**config.mk**
```make
export PLATFORM = sky130hd
export DESIGN_NAME = instruction_fetch_unit_flat
export DESIGN_NICKNAME = d
export VERILOG_FILES = /design/src/rtl/instruction_fetch_unit_if.sv /design/src/rtl/instruction_fetch_unit.sv /design/src/flat_wrapper.sv
export SDC_FILE = /design/constraint.sdc
export NUM_CORES = 1
export LEC_CHECK = 0
export ABC_AREA = 1
export CELL_PAD_IN_SITES_DETAIL_PLACEMENT = 0
export CELL_PAD_IN_SITES_GLOBAL_PLACEMENT = 1
export CORE_MARGIN = 2
export CORE_UTILIZATION = 39
export CTS_BUF_LIST = sky130_fd_sc_hd__clkbuf_4 sky130_fd_sc_hd__clkbuf_8
export DETAILED_ROUTE_END_ITERATION = 8
export GPL_ROUTABILITY_DRIVEN = 0
export PLACE_DENSITY = 0.87
export SLEW_MARGIN = 30
export SYNTH_ARGS = -nofsm -noshare
export SYNTH_HDL_FRONTEND = slang
export SYNTH_SLANG_ARGS = --single-unit
```
**constraint.sdc**
```tcl
create_clock -name clk -period 4.5 [get_ports clk]
set_clock_uncertainty 0.05 [all_clocks]
set_input_delay 0.9 -clock clk [delete_from_list [all_inputs] [get_ports clk]]
set_output_delay 0.9 -clock clk [all_outputs]
set_load 0.05 [all_outputs]
```
**src/rtl/instruction_fetch_unit_if.sv**
```systemverilog
// Fetch-stage bus bundle: instruction-memory read port, redirect/halt control
// and the decode-side valid/ready instruction stream.
interface instruction_fetch_unit_if #(
    parameter int unsigned ADDR_WIDTH  = 16,
    parameter int unsigned INSTR_WIDTH = 24
);
    logic                   imem_rd;
    logic                   imem_wn;
    logic [ADDR_WIDTH-1:0]  imem_address;
    logic [INSTR_WIDTH-1:0] imem_read_data;
    logic                   redirect_valid;
    logic [ADDR_WIDTH-1:0]  redirect_pc;
    logic                   halt;
    logic                   instr_valid;
    logic                   instr_ready;
    logic [INSTR_WIDTH-1:0] instr_data;
    logic [ADDR_WIDTH-1:0]  instr_pc;
    logic                   busy;

    // Fetch unit side.
    modport master (
        output imem_rd,
        output imem_wn,
        output imem_address,
        input  imem_read_data,
        input  redirect_valid,
        input  redirect_pc,
        input  halt,
        output instr_valid,
        input  instr_ready,
        output instr_data,
        output instr_pc,
        output busy
    );

    // Memory / decode / control side.
    modport slave (
        input  imem_rd,
        input  imem_wn,
        input  imem_address,
        output imem_read_data,
        output redirect_valid,
        output redirect_pc,
        output halt,
        input  instr_valid,
        output instr_ready,
        input  instr_data,
        input  instr_pc,
        input  busy
    );
endinterface

```
**src/rtl/instruction_fetch_unit.sv**
```systemverilog
// Instruction fetch unit: holds the PC, issues sequential reads to a
// combinational instruction memory, buffers {instr, pc} pairs in a small FIFO
// and hands them to decode over valid/ready. Supports redirect and halt.
module instruction_fetch_unit #(
    parameter int unsigned           ADDR_WIDTH  = 16,
    parameter int unsigned           INSTR_WIDTH = 24,
    parameter logic [ADDR_WIDTH-1:0] RESET_PC    = 16'h0000,
    parameter int unsigned           BUF_DEPTH   = 2
) (
    input logic                      clk,
    input logic                      rst,
    instruction_fetch_unit_if.master bus
);

    localparam int unsigned PtrW = (BUF_DEPTH > 1) ? $clog2(BUF_DEPTH) : 1;
    localparam int unsigned CntW = $clog2(BUF_DEPTH + 1);
    localparam logic [CntW-1:0] DepthCnt = CntW'(BUF_DEPTH);

    typedef enum logic [1:0] {
        StIdle,
        StFetch,
        StHalted
    } state_e;

    state_e                 state_q, state_d;
    logic [ADDR_WIDTH-1:0]  pc_q, pc_d;
    logic [CntW-1:0]        count_q, count_d;
    logic [PtrW-1:0]        wr_ptr_q, wr_ptr_d;
    logic [PtrW-1:0]        rd_ptr_q, rd_ptr_d;
    logic [INSTR_WIDTH-1:0] buf_data_q [BUF_DEPTH];
    logic [INSTR_WIDTH-1:0] buf_data_d [BUF_DEPTH];
    logic [ADDR_WIDTH-1:0]  buf_pc_q   [BUF_DEPTH];
    logic [ADDR_WIDTH-1:0]  buf_pc_d   [BUF_DEPTH];

    logic issue;
    logic head_valid;
    logic pop;
    logic flush;

    // Handshake decode; halt also blocks issue in the cycle it is first seen,
    // and a full buffer takes no credit for a same-cycle pop.
    always_comb begin
        issue      = !rst && (state_q == StFetch) && (count_q < DepthCnt) &&
                     !bus.redirect_valid && !bus.halt;
        head_valid = !rst && (count_q != '0);
        pop        = head_valid && bus.instr_ready;
        flush      = !rst && bus.redirect_valid && (state_q != StIdle);
    end

    assign bus.imem_rd      = issue;
    assign bus.imem_wn      = 1'b0;
    assign bus.imem_address = pc_q;
    assign bus.instr_valid  = head_valid;
    assign bus.instr_data   = buf_data_q[rd_ptr_q];
    assign bus.instr_pc     = buf_pc_q[rd_ptr_q];
    assign bus.busy         = !rst && (state_q == StFetch);

    // Next-state logic for the FSM, PC and FIFO bookkeeping.
    always_comb begin
        state_d  = state_q;
        pc_d     = pc_q;
        count_d  = count_q;
        wr_ptr_d = wr_ptr_q;
        rd_ptr_d = rd_ptr_q;

        unique case (state_q)
            StIdle:   state_d = bus.halt ? StHalted : StFetch;
            StFetch:  if (bus.halt) state_d = StHalted;
            StHalted: if (!bus.halt) state_d = StFetch;
            default:  state_d = StIdle;
        endcase

        if (flush) begin
            // Redirect drops everything in flight, including a same-cycle pop.
            pc_d     = bus.redirect_pc;
            count_d  = '0;
            wr_ptr_d = '0;
            rd_ptr_d = '0;
        end else begin
            if (issue) begin
                pc_d     = pc_q + ADDR_WIDTH'(1);
                wr_ptr_d = wr_ptr_q + PtrW'(1);
            end
            if (pop) begin
                rd_ptr_d = rd_ptr_q + PtrW'(1);
            end
            case ({issue, pop})
                2'b10:   count_d = count_q + CntW'(1);
                2'b01:   count_d = count_q - CntW'(1);
                default: count_d = count_q;
            endcase
        end
    end

    // Buffer write port: capture memory data and its address on issue.
    always_comb begin
        buf_data_d = buf_data_q;
        buf_pc_d   = buf_pc_q;
        if (issue) begin
            buf_data_d[wr_ptr_q] = bus.imem_read_data;
            buf_pc_d[wr_ptr_q]   = pc_q;
        end
    end

    // Control state with synchronous reset.
    always_ff @(posedge clk) begin
        if (rst) begin
            state_q  <= StIdle;
            pc_q     <= RESET_PC;
            count_q  <= '0;
            wr_ptr_q <= '0;
            rd_ptr_q <= '0;
        end else begin
            state_q  <= state_d;
            pc_q     <= pc_d;
            count_q  <= count_d;
            wr_ptr_q <= wr_ptr_d;
            rd_ptr_q <= rd_ptr_d;
        end
    end

    // Buffer storage; contents are only meaningful under count_q.
    always_ff @(posedge clk) begin
        buf_data_q <= buf_data_d;
        buf_pc_q   <= buf_pc_d;
    end

endmodule

```
**src/flat_wrapper.sv**
```systemverilog
// flat-port wrapper written by rule: the top's interface ports become plain ports
module instruction_fetch_unit_flat 
#(
    parameter int unsigned           ADDR_WIDTH  = 16,
    parameter int unsigned           INSTR_WIDTH = 24,
    parameter logic [ADDR_WIDTH-1:0] RESET_PC    = 16'h0000,
    parameter int unsigned           BUF_DEPTH   = 2
)
  (clk, rst, bus_imem_rd, bus_imem_wn, bus_imem_address, bus_imem_read_data, bus_redirect_valid, bus_redirect_pc, bus_halt, bus_instr_valid, bus_instr_ready, bus_instr_data, bus_instr_pc, bus_busy);
  instruction_fetch_unit_if #(.ADDR_WIDTH(ADDR_WIDTH), .INSTR_WIDTH(INSTR_WIDTH)) bus_i ();
  input logic clk;
  input logic rst;
  output wire logic [$bits(bus_i.imem_rd)-1:0] bus_imem_rd;
  output wire logic [$bits(bus_i.imem_wn)-1:0] bus_imem_wn;
  output wire logic [$bits(bus_i.imem_address)-1:0] bus_imem_address;
  input wire logic [$bits(bus_i.imem_read_data)-1:0] bus_imem_read_data;
  input wire logic [$bits(bus_i.redirect_valid)-1:0] bus_redirect_valid;
  input wire logic [$bits(bus_i.redirect_pc)-1:0] bus_redirect_pc;
  input wire logic [$bits(bus_i.halt)-1:0] bus_halt;
  output wire logic [$bits(bus_i.instr_valid)-1:0] bus_instr_valid;
  input wire logic [$bits(bus_i.instr_ready)-1:0] bus_instr_ready;
  output wire logic [$bits(bus_i.instr_data)-1:0] bus_instr_data;
  output wire logic [$bits(bus_i.instr_pc)-1:0] bus_instr_pc;
  output wire logic [$bits(bus_i.busy)-1:0] bus_busy;
  assign bus_imem_rd = bus_i.imem_rd;
  assign bus_imem_wn = bus_i.imem_wn;
  assign bus_imem_address = bus_i.imem_address;
  assign bus_i.imem_read_data = bus_imem_read_data;
  assign bus_i.redirect_valid = bus_redirect_valid;
  assign bus_i.redirect_pc = bus_redirect_pc;
  assign bus_i.halt = bus_halt;
  assign bus_instr_valid = bus_i.instr_valid;
  assign bus_i.instr_ready = bus_instr_ready;
  assign bus_instr_data = bus_i.instr_data;
  assign bus_instr_pc = bus_i.instr_pc;
  assign bus_busy = bus_i.busy;
  instruction_fetch_unit #(.ADDR_WIDTH(ADDR_WIDTH), .INSTR_WIDTH(INSTR_WIDTH), .RESET_PC(RESET_PC), .BUF_DEPTH(BUF_DEPTH)) u_core (.clk(clk), .rst(rst), .bus(bus_i));
endmodule
```
Word-level counts from Yosys, hierarchy flattened
Index checks and enable logic that the tools add are counted.
W data, S select, Z words.
{ "word_totals": {"reg_bits": 102, "latch_bits": 0, "mem_bits_rw": 0, "romBits": 0, "input_bits": 45, "out_inout_bits": 60, "elab_cells": 64, "n_memories": 0} }
{ "op_classes": {"add_sub_neg": 5, "n_mul": 0, "n_div": 0, "magnitude_cmp": 4, "n_eq_ne": 6, "shifts": 0, "muxes": 19, "n_bitwise": 2, "reduce_logical": 19} }
{ "ops": {"columns": ["operator", "count"], "rows": [
  ["$mux W16", 6],
  ["$mux W24", 4],
  ["$bwmux W48", 1],
  ["$bwmux W32", 1],
  ["$demux W24 S1", 1],
  ["$add A16 B1 Y16 const B", 1],
  ["$demux W16 S1", 1],
  ["$logic_and A1 B1 Y1", 9],
  ["$reduce_bool A2 Y1", 4],
  ["$mux W2", 3],
  ["$pmux W2 S3", 1],
  ["$eq A2 B1 Y1 const B", 2],
  ["$eq A2 B2 Y1 const B", 2],
  ["$ge A2 B2 Y1 const B", 2],
  ["$ne A2 B2 Y1 const B", 2],
  ["$not A1 Y2", 2],
  ["$pmux W2 S2", 1],
  ["$logic_not A1 Y1", 3],
  ["$add A1 B1 Y1 const B", 2],
  ["$add A2 B1 Y2 const B", 1],
  ["$logic_not A2 Y1", 1],
  ["$lt A2 B1 Y1 const B", 1],
  ["$lt A2 B2 Y1 const B", 1],
  ["$reduce_and A2 Y1", 1],
  ["other kinds (2)", 2]
]} }

Logic depth before layout (Yosys ltp)
Gate-level depths: netlist (run 1).
{ "depth": {"ltp_word": 7, "depth_mapped": 12, "ltp_nobuf": 10} }

Least setup slack after synthesis (run 1)
OpenSTA, ideal clock, no wires.
{ "synth_path": {"kind": "in2reg", "from": "in rst", "to": "reg u_core.buf_data_q[0] (netlist name), enable pin", "setup_time_ps": 439, "arrival_time_ps": 3452, "required_ps": 4011, "setup_slack_ps": 559, "cell_stages": 7, "n_path_buf": 2, "cell_sequence": "buf_6 > inv_8 > nand2_2 > nor2_4 > nand2_2 > buf_6 > nor2_1"} }
{ "synth_via": {"elab_chain_len": 5} }
{ "synth_lines": {"columns": ["element", "line_no", "source"], "rows": [
  ["start: declaration", "flat_wrapper.sv:12", "input logic rst;"],
  ["$logic_not A1 Y1", null, null],
  ["$logic_and A1 B1 Y1", null, null],
  ["net bus_busy", "flat_wrapper.sv:24", "output wire logic [$bits(bus_i.busy)-1:0] bus_busy;"],
  ["$logic_and A1 B1 Y1 (2 in series)", "instruction_fetch_unit.sv:43", "issue = !rst && (state_q == StFetch) && (count_q < DepthCnt) &&"],
  ["$logic_and A1 B1 Y1", "instruction_fetch_unit.sv:44", "!bus.redirect_valid && !bus.halt;"],
  ["end signal: assignment", "instruction_fetch_unit.sv:124", "buf_data_q <= buf_data_d;"],
  ["end: declaration", "instruction_fetch_unit.sv:30", "logic [INSTR_WIDTH-1:0] buf_data_q [BUF_DEPTH];"]
]} }
The timed path passes the listed nets, and every way through them passes these cells.
A chain may end at the register's enable or synchronous reset.

Final worst setup path (run 1)
{ "layout_path": {"from": "reg u_core.rd_ptr_q", "to": "out bus_instr_pc[1]"} }
{ "layout_via": {"elab_chain_len": 4} }
{ "layout_lines": {"columns": ["element", "line_no", "source"], "rows": [
  ["start: declaration", "instruction_fetch_unit.sv:29", "logic [PtrW-1:0] rd_ptr_q, rd_ptr_d;"],
  ["start signal: assignment", "instruction_fetch_unit.sv:118", "rd_ptr_q <= rd_ptr_d;"],
  ["$not A1 Y2 (not written as such)", "instruction_fetch_unit.sv:55", "assign bus.instr_pc = buf_pc_q[rd_ptr_q];"],
  ["$mux W16 (not written as such) (3 in series)", "instruction_fetch_unit.sv:55", null],
  ["end: declaration", "flat_wrapper.sv:23", "output wire logic [$bits(bus_i.instr_pc)-1:0] bus_instr_pc;"]
]} }
No other way between the ends. The select of a mux whose other input is x is not followed.

==> metrics.cfg, run 1 <==
[power_and_ir_drop]
comb_power_share_pct = 8.4
vdd_drop_max_uv = 161
total_power_mw = 1.72
power_frac_seq_pct = 60.1
leakage_nw = 2.15
clkPwrFrac_pct = 31.5
p_per_area_nw_per_um2 = 301
switching_power_uw = 421
switching_share_pct = 24.5
internal_power_mw = 1.30

[timing]
setup_viol = 0
fin_setup_tns_ns = 0
worst_pin_slew_ns = 0.863
max_freq_mhz = 289
rsz0062_at_grt = false
relSlewSlack_pct = 42.2
slew_violations = 0
layout_min_cycle_time_ns = 3.46
finalHoldViolCount = 0
min_period_over_period_pct = 76.9

[synthesis]
synth_compound_area_share_pct = 4.70
yosys.area_share.xor_xnor_pct = 0.201
synthSimpleGateAreaFrac_pct = 24.4
syn_inst = 442
avgSynthCellArea_um2 = 9.88
syn-num-nets = 489
yosysWarnings = 0
synth_fa_ha_area_share_pct = 0.573
ys_seq_elements = 102
syn-cell-area_um2 = 4370
ys_seq_area_share_pct = 65.1
synth_top_family_by_area = simple AND/OR/NAND/NOR gates
synthMuxAreaShare_pct = 0
synth_cell_types = 33

[floorplanning]
ios = 105
dieArea_um2 = 12100
die_w_um = 110
start_util_pct = 40.1
rows = 38
die_h_um = 110
placeableCoreArea_um2 = 10900

[global_route]
grt_pass1_vias = 3098
grt_use_total_pct = 16.2
grt_pass1_wl_mm = 14.9
grt_max_degree = 42
grt.overflow.total = 0
antenna_found_initial = 0

[final_layout]
layout_common_cells = nand2_1 (176), clkdlybuf4s50_1 (102), edfxtp_1 (80), nor2_1 (41), inv_1 (24)
nets = 591
final_common_cell = nand2_1
diodes = 0
syn2layout_area_growth_pct = 30.8
layout-drive-gt1-share_pct = 8.01
final_util_pct = 52.5

[clock_tree]
cts-root-buf = clkbuf_8
cts_max_level = 3
cts_setup_buffers = 0
clkLatencyLatePin_ns = 0.36
cts_made_buffers = 9
post_cts_resize_count = 0
cts.reportedPaths.clkPinSlew_ns = 0.11
cts_sinks = 102
clockBufferDepth = 2
tritoncts = done
cts_hold_buf = 0

[route]
drc = 0
ant_nets = 0
dr.pass1.iters = 4
finalWirelength_mm = 9.45
vias_per_cell = 4.71
route.vias.total = 3248
drt_iter0_drc = 181
wl_per_cell_um = 13.7

[worst_setup_path]
cp-end-kind = output pin
start_kind = flip-flop
worstPathMaxFanout = 21
r2r_setup_slack_ns = 2.44
arrival_ns = 2.51
crit_type = reg2out
worst_ep_required_time_ns = 3.55

[min_path]
hold_class = reg2reg

[job]
max_cap_viol_count = 0

[placed_design]
io_buffers = 103
hpwl_mm = 6.56

[run_status]
status = complete, no violations

==> per-layer routing <==
metal	vias to the layer above	GRT usage [%]	part of all wire, %
li1	1657	-	-
met1	1489	20.4	46
met3	9	4.15	5.5
met2	93	27.4	48
met5	-	0	0
met4	0	4.79	1.0
==> cell usage after synthesis <==
cell type | n | share of area, %
a211oi_2 | 1 | 0.29
a21oi_1 | 16 | 1.8
a21oi_2 | 3 | 0.60
a22oi_2 | 1 | 0.29
a31oi_1 | 1 | 0.14
and2_1 | 1 | 0.14
buf_2 | 1 | 0.11
buf_4 | 3 | 0.52
buf_6 | 3 | 0.77
clkbuf_1 | 10 | 0.86
conb_1 | 1 | 0.086
dfxtp_1 | 22 | 10
edfxtp_1 | 80 | 55
ha_1 | 2 | 0.57
inv_1 | 24 | 2.1
inv_6 | 2 | 0.40
inv_8 | 1 | 0.26
nand2_1 | 176 | 15
nand2_2 | 2 | 0.29
nand2_4 | 2 | 0.52
nand3_1 | 17 | 1.9
nand3b_1 | 1 | 0.17
nand4_1 | 5 | 0.72
nor2_1 | 43 | 3.7
nor2_2 | 3 | 0.43
nor2_4 | 2 | 0.52
nor3_1 | 4 | 0.46
nor3_2 | 1 | 0.23
o211ai_1 | 3 | 0.52
o21ai_0 | 6 | 0.69
o21ai_1 | 3 | 0.34
or2_2 | 1 | 0.14
xor2_1 | 1 | 0.20
==> path summary, 6_finish.rpt <==
path / startpoint / end / cells past startpoint
worst max-delay path: u_core.rd_ptr_q / bus_instr_pc[1] / 5
worst min register to register: u_core.count_q[0] / u_core.count_q[0] / 2
worst min-delay path: u_core.count_q[0] / u_core.count_q[0] / 2
worst max register to register: u_core.count_q[1] / u_core.buf_data_q[5] / 4
==> cells by family (layout without fill, tap and decap cells) <==
family                     after synthesis  in the layout
xor gates and xnor gates                 1              1
buffers and inverters                   44            151
DFF                                    102            102
AOI/OAI and AO/OA                       34             34
and+or+nand+nor                        258            258
other                                    1              1
adders and majority gates                2              2
==> through the flow <==
stage          instance area [µm²]  setup WS, ns  hold WS, ns  cells
2_1_floorplan                 4370         0.559        0.420    442
3_3_place_gp                  5530          1.05        0.430    673
3_5_place_dp                  5530          1.04        0.448    673
4_1_cts                       5710         0.961        0.465    689
5_1_grt                       5710         0.835        0.496    689
6_report                      5710          1.04        0.464    689
==> final cells by class <==
cell class | count | area (µm²)
clock inverters | 7 | 62.6
repair buffers | 108 | 1070
inverters | 27 | 119
fillers | 1007 | 5170
clock buffers | 9 | 124
multi-input cells | 296 | 1320
flip-flops and latches | 102 | 2840
well taps | 140 | 175
==> state kept, by name, summed over array words and instances (netlist names) <==
name	flops
u_core.count_q	2
u_core.rd_ptr_q	1
u_core.buf_data_q	48
u_core.state_q	2
u_core.buf_pc_q	32
u_core.wr_ptr_q	1
u_core.bus.imem_address	16
==> critical path, cell delays in order, from the launching register on <==
cell,delay (ns)
dfxtp_2,0.33
inv_1,0.48
buf_4,0.37
nand2_1,0.08
nand2_1,0.09
clkdlybuf4s50_1,0.81
==> power groups by stage <==
| stage | sequential [mW] | combinational, mW | clock [mW] |
|---|---|---|---|
| 2_1_floorplan | 1.07 | 0.0623 | 0 |
| 3_3_place_gp | 1.05 | 0.143 | 0 |
| 3_5_place_dp | 1.05 | 0.144 | 0 |
| 4_1_cts | 1.03 | 0.145 | 0.556 |
| 5_1_grt | 1.03 | 0.154 | 0.590 |
| 6_report | 1.03 | 0.144 | 0.541 |
Note: power is estimated with default switching activity, not from simulation.
==> run 2: changes to the inputs <==
--- a/config.mk
+++ b/config.mk
@@ -9,11 +9,11 @@
 export CELL_PAD_IN_SITES_DETAIL_PLACEMENT = 0
 export CELL_PAD_IN_SITES_GLOBAL_PLACEMENT = 1
 export CORE_MARGIN = 2
-export CORE_UTILIZATION = 39
+export CORE_UTILIZATION = 35
 export CTS_BUF_LIST = sky130_fd_sc_hd__clkbuf_4 sky130_fd_sc_hd__clkbuf_8
 export DETAILED_ROUTE_END_ITERATION = 8
 export GPL_ROUTABILITY_DRIVEN = 0
-export PLACE_DENSITY = 0.87
+export PLACE_DENSITY = 0.83
 export SLEW_MARGIN = 30
 export SYNTH_ARGS = -nofsm -noshare
 export SYNTH_HDL_FRONTEND = slang
==> constraint.sdc (replaced) <==
create_clock -name clk -period 2.97 [get_ports clk]
set_clock_uncertainty 0.05 [all_clocks]
set_input_delay 0.594 -clock clk [delete_from_list [all_inputs] [get_ports clk]]
set_output_delay 0.594 -clock clk [all_outputs]
set_load 0.05 [all_outputs]
==> run 2 against run 1 <==
- setup slack got worse by 0.68 ns
- clock power rose by 69%
- register-to-register slack got worse by 1.3 ns
- critical path depth rose by 2
- largest cell class unchanged
- total power rose by 57%
- sequential share of layout area fell by 0.44 points
- critical path type is now in2out
- sequential power rose by 51%
- wire length rose by 4.2%
==> metrics.cfg, run 2 (synthesized netlist as in run 1, its figures left out) <==
[worst_setup_path]
cp-end-kind = output pin
start_kind = input port
path_cells = clkdlybuf4s50_1, inv_8, nand2_2, nor2_4, nand2_2, inv_6, buf_12
crit_buf_inv = 4  ; +1
path_common_cell = nand2_2
path_depth = 7  ; +2
r2r_setup_slack_ns = 1.16  ; -1.28 ns
crit_path_max_incr_delay_ns = 0.51  ; -0.30 ns
worstPathMaxFanout = 11  ; -48%
crit_slowest_cell = clkdlybuf4s50_1
crit_type = in2out
arrival_ns = 1.96  ; -0.55 ns
cp_top_family = buffers and inverters
worst_ep_required_time_ns = 2.33  ; -1.22 ns
r2r_cells = 9  ; +5

[timing]
max_freq_mhz = 384
min_period_over_period_pct = 87.8
relSlewSlack_pct = 64.6  ; +22 points
finalHoldViolCount = 0  ; unchanged
rsz0062_at_grt = false
fin_setup_tns_ns = 0  ; unchanged
layout_min_cycle_time_ns = 2.61
slew_violations = 0  ; unchanged
setup_viol = 0  ; unchanged
worst_pin_slew_ns = 0.529  ; -0.334 ns

[final_layout]
regMostFlops = u_core.buf_data_q
diodes = 0  ; unchanged
finalNonFillerCells = 722  ; +4.8%
syn2layout_area_growth_pct = 32.0
final_common_cell = nand2_1
nets = 596  ; +0.85%
largest_register_ffs = 48  ; unchanged
layout_common_cells = nand2_1 (176), edfxtp_1 (80), clkdlybuf4s50_1 (60), buf_4 (48), nor2_1 (41)
layout-drive-gt1-share_pct = 15.9  ; +7.9 points
fill_cells = 1162  ; +15%

[placed_design]
dp.cells = 706  ; +4.9%
hpwl_mm = 6.79  ; +3.4%
io_buffers = 103  ; unchanged

[clock_tree]
cts-root-buf = clkbuf_8
clockBufferDepth = 2  ; unchanged
cts_sinks = 102  ; unchanged
cts.reportedPaths.clkPinSlew_ns = 0.09  ; -0.02 ns
clkLatencyLatePin_ns = 0.36  ; about the same
cts_hold_buf = 0  ; unchanged
tritoncts = done
cts_made_buffers = 9  ; unchanged
cts_max_level = 3  ; unchanged
post_cts_resize_count = 0  ; unchanged
cts_setup_buffers = 0  ; unchanged

[power_and_ir_drop]
switching_power_uw = 579  ; +38%
comb_power_share_pct = 8.5  ; about the same
clkPwrFrac_pct = 33.8  ; +2.3 points
internal_power_mw = 2.12  ; +64%
vdd_drop_max_uv = 198  ; +23%
power_frac_seq_pct = 57.8  ; -2.3 points
switching_share_pct = 21.5  ; -3.0 points
leakage_nw = 2.25  ; +4.5%
p_per_area_nw_per_um2 = 468  ; +56%

[route]
ant_nets = 0  ; unchanged
vias_per_cell = 4.56  ; -3.4%
drc = 0  ; unchanged
wl_per_cell_um = 13.6  ; -0.59%
finalWirelength_mm = 9.84  ; +4.2%
drt_iter0_drc = 197  ; +8.8%
dr.pass1.iters = 4  ; unchanged
route.vias.total = 3289  ; +1.3%

[run_status]
status = complete, no violations

[floorplanning]
dieArea_um2 = 13400  ; +11%
die_w_um = 116  ; +5.4%
rows = 40  ; +5.3%
die_h_um = 116  ; +5.4%
start_util_pct = 36.1  ; -4.1 points
placeableCoreArea_um2 = 12100  ; +11%
ios = 105  ; unchanged

[min_path]
worstHoldPathCells = 2  ; unchanged
hold_class = reg2reg

[global_route]
grt_pass1_vias = 3175  ; +2.5%
grt_use_total_pct = 15.2  ; -1.1 points
grt_max_degree = 42  ; unchanged
antenna_found_initial = 0  ; unchanged
grt.overflow.total = 0  ; unchanged
grt_pass1_wl_mm = 15.4  ; +3.2%

[job]
max_cap_viol_count = 0  ; unchanged

run 2: final cells by class:
cell class / count / area, µm² / area share, %
multi-input combinational: 296 / 1320 / 22.9
clock buffer: 10 / 131 / 2.28
tap: 168 / 210 / 3.65
timing repair buffer: 113 / 1060 / 18.4
clock inverter: 6 / 76.3 / 1.32
sequential: 102 / 2840 / 49.3
inverter: 27 / 119 / 2.06
run 2: metal layers:
metal | GRT usage [%] | share of wire (%)
met1 | 18.8 | 43
met2 | 26.7 | 50
met3 | 2.46 | 5.2
met4 | 5.79 | 1.5
met5 | 0 | 0
run 2: power groups by stage:
| stage | Combinational [mW] | Sequential [mW] | Clock (mW) |
|---|---|---|---|
| 6_report | 0.228 | 1.56 | 0.912 |
| 5_1_grt | 0.245 | 1.56 | 0.995 |
| 4_1_cts | 0.230 | 1.56 | 0.938 |
| 3_5_place_dp | 0.229 | 1.59 | 0 |
| 3_3_place_gp | 0.227 | 1.59 | 0 |
| 2_1_floorplan | 0.0946 | 1.61 | 0 |
run 2: worst paths after layout:
check | from | end
worst min-delay path | u_core.count_q[0] | u_core.count_q[0]
worst min register to register | u_core.count_q[0] | u_core.count_q[0]
worst max register to register | u_core.state_q[0] | u_core.count_q[1]
worst max-delay path | rst | bus_imem_rd
run 2: worst min-delay path, cell delays in order, from the launching register on:
cell     delay [ns]
dfxtp_1        0.34
nand2_1        0.07
a21oi_1        0.06
run 2: stage by stage:
stage / setup slack, ns / hold slack (ns) / instance area, µm² / util (%) / power (mW)
5_1_grt: 0.277 / 0.497 / 5760 / 47.6 / 2.80
3_5_place_dp: 0.305 / 0.447 / 5560 / 45.9 / 1.82
6_report: 0.363 / 0.457 / 5760 / 47.6 / 2.70
3_3_place_gp: 0.364 / 0.431 / 5560 / 45.9 / 1.82
2_1_floorplan: 0.0244 / 0.420 / 4370 / - / 1.71
4_1_cts: 0.342 / 0.460 / 5760 / 47.6 / 2.73
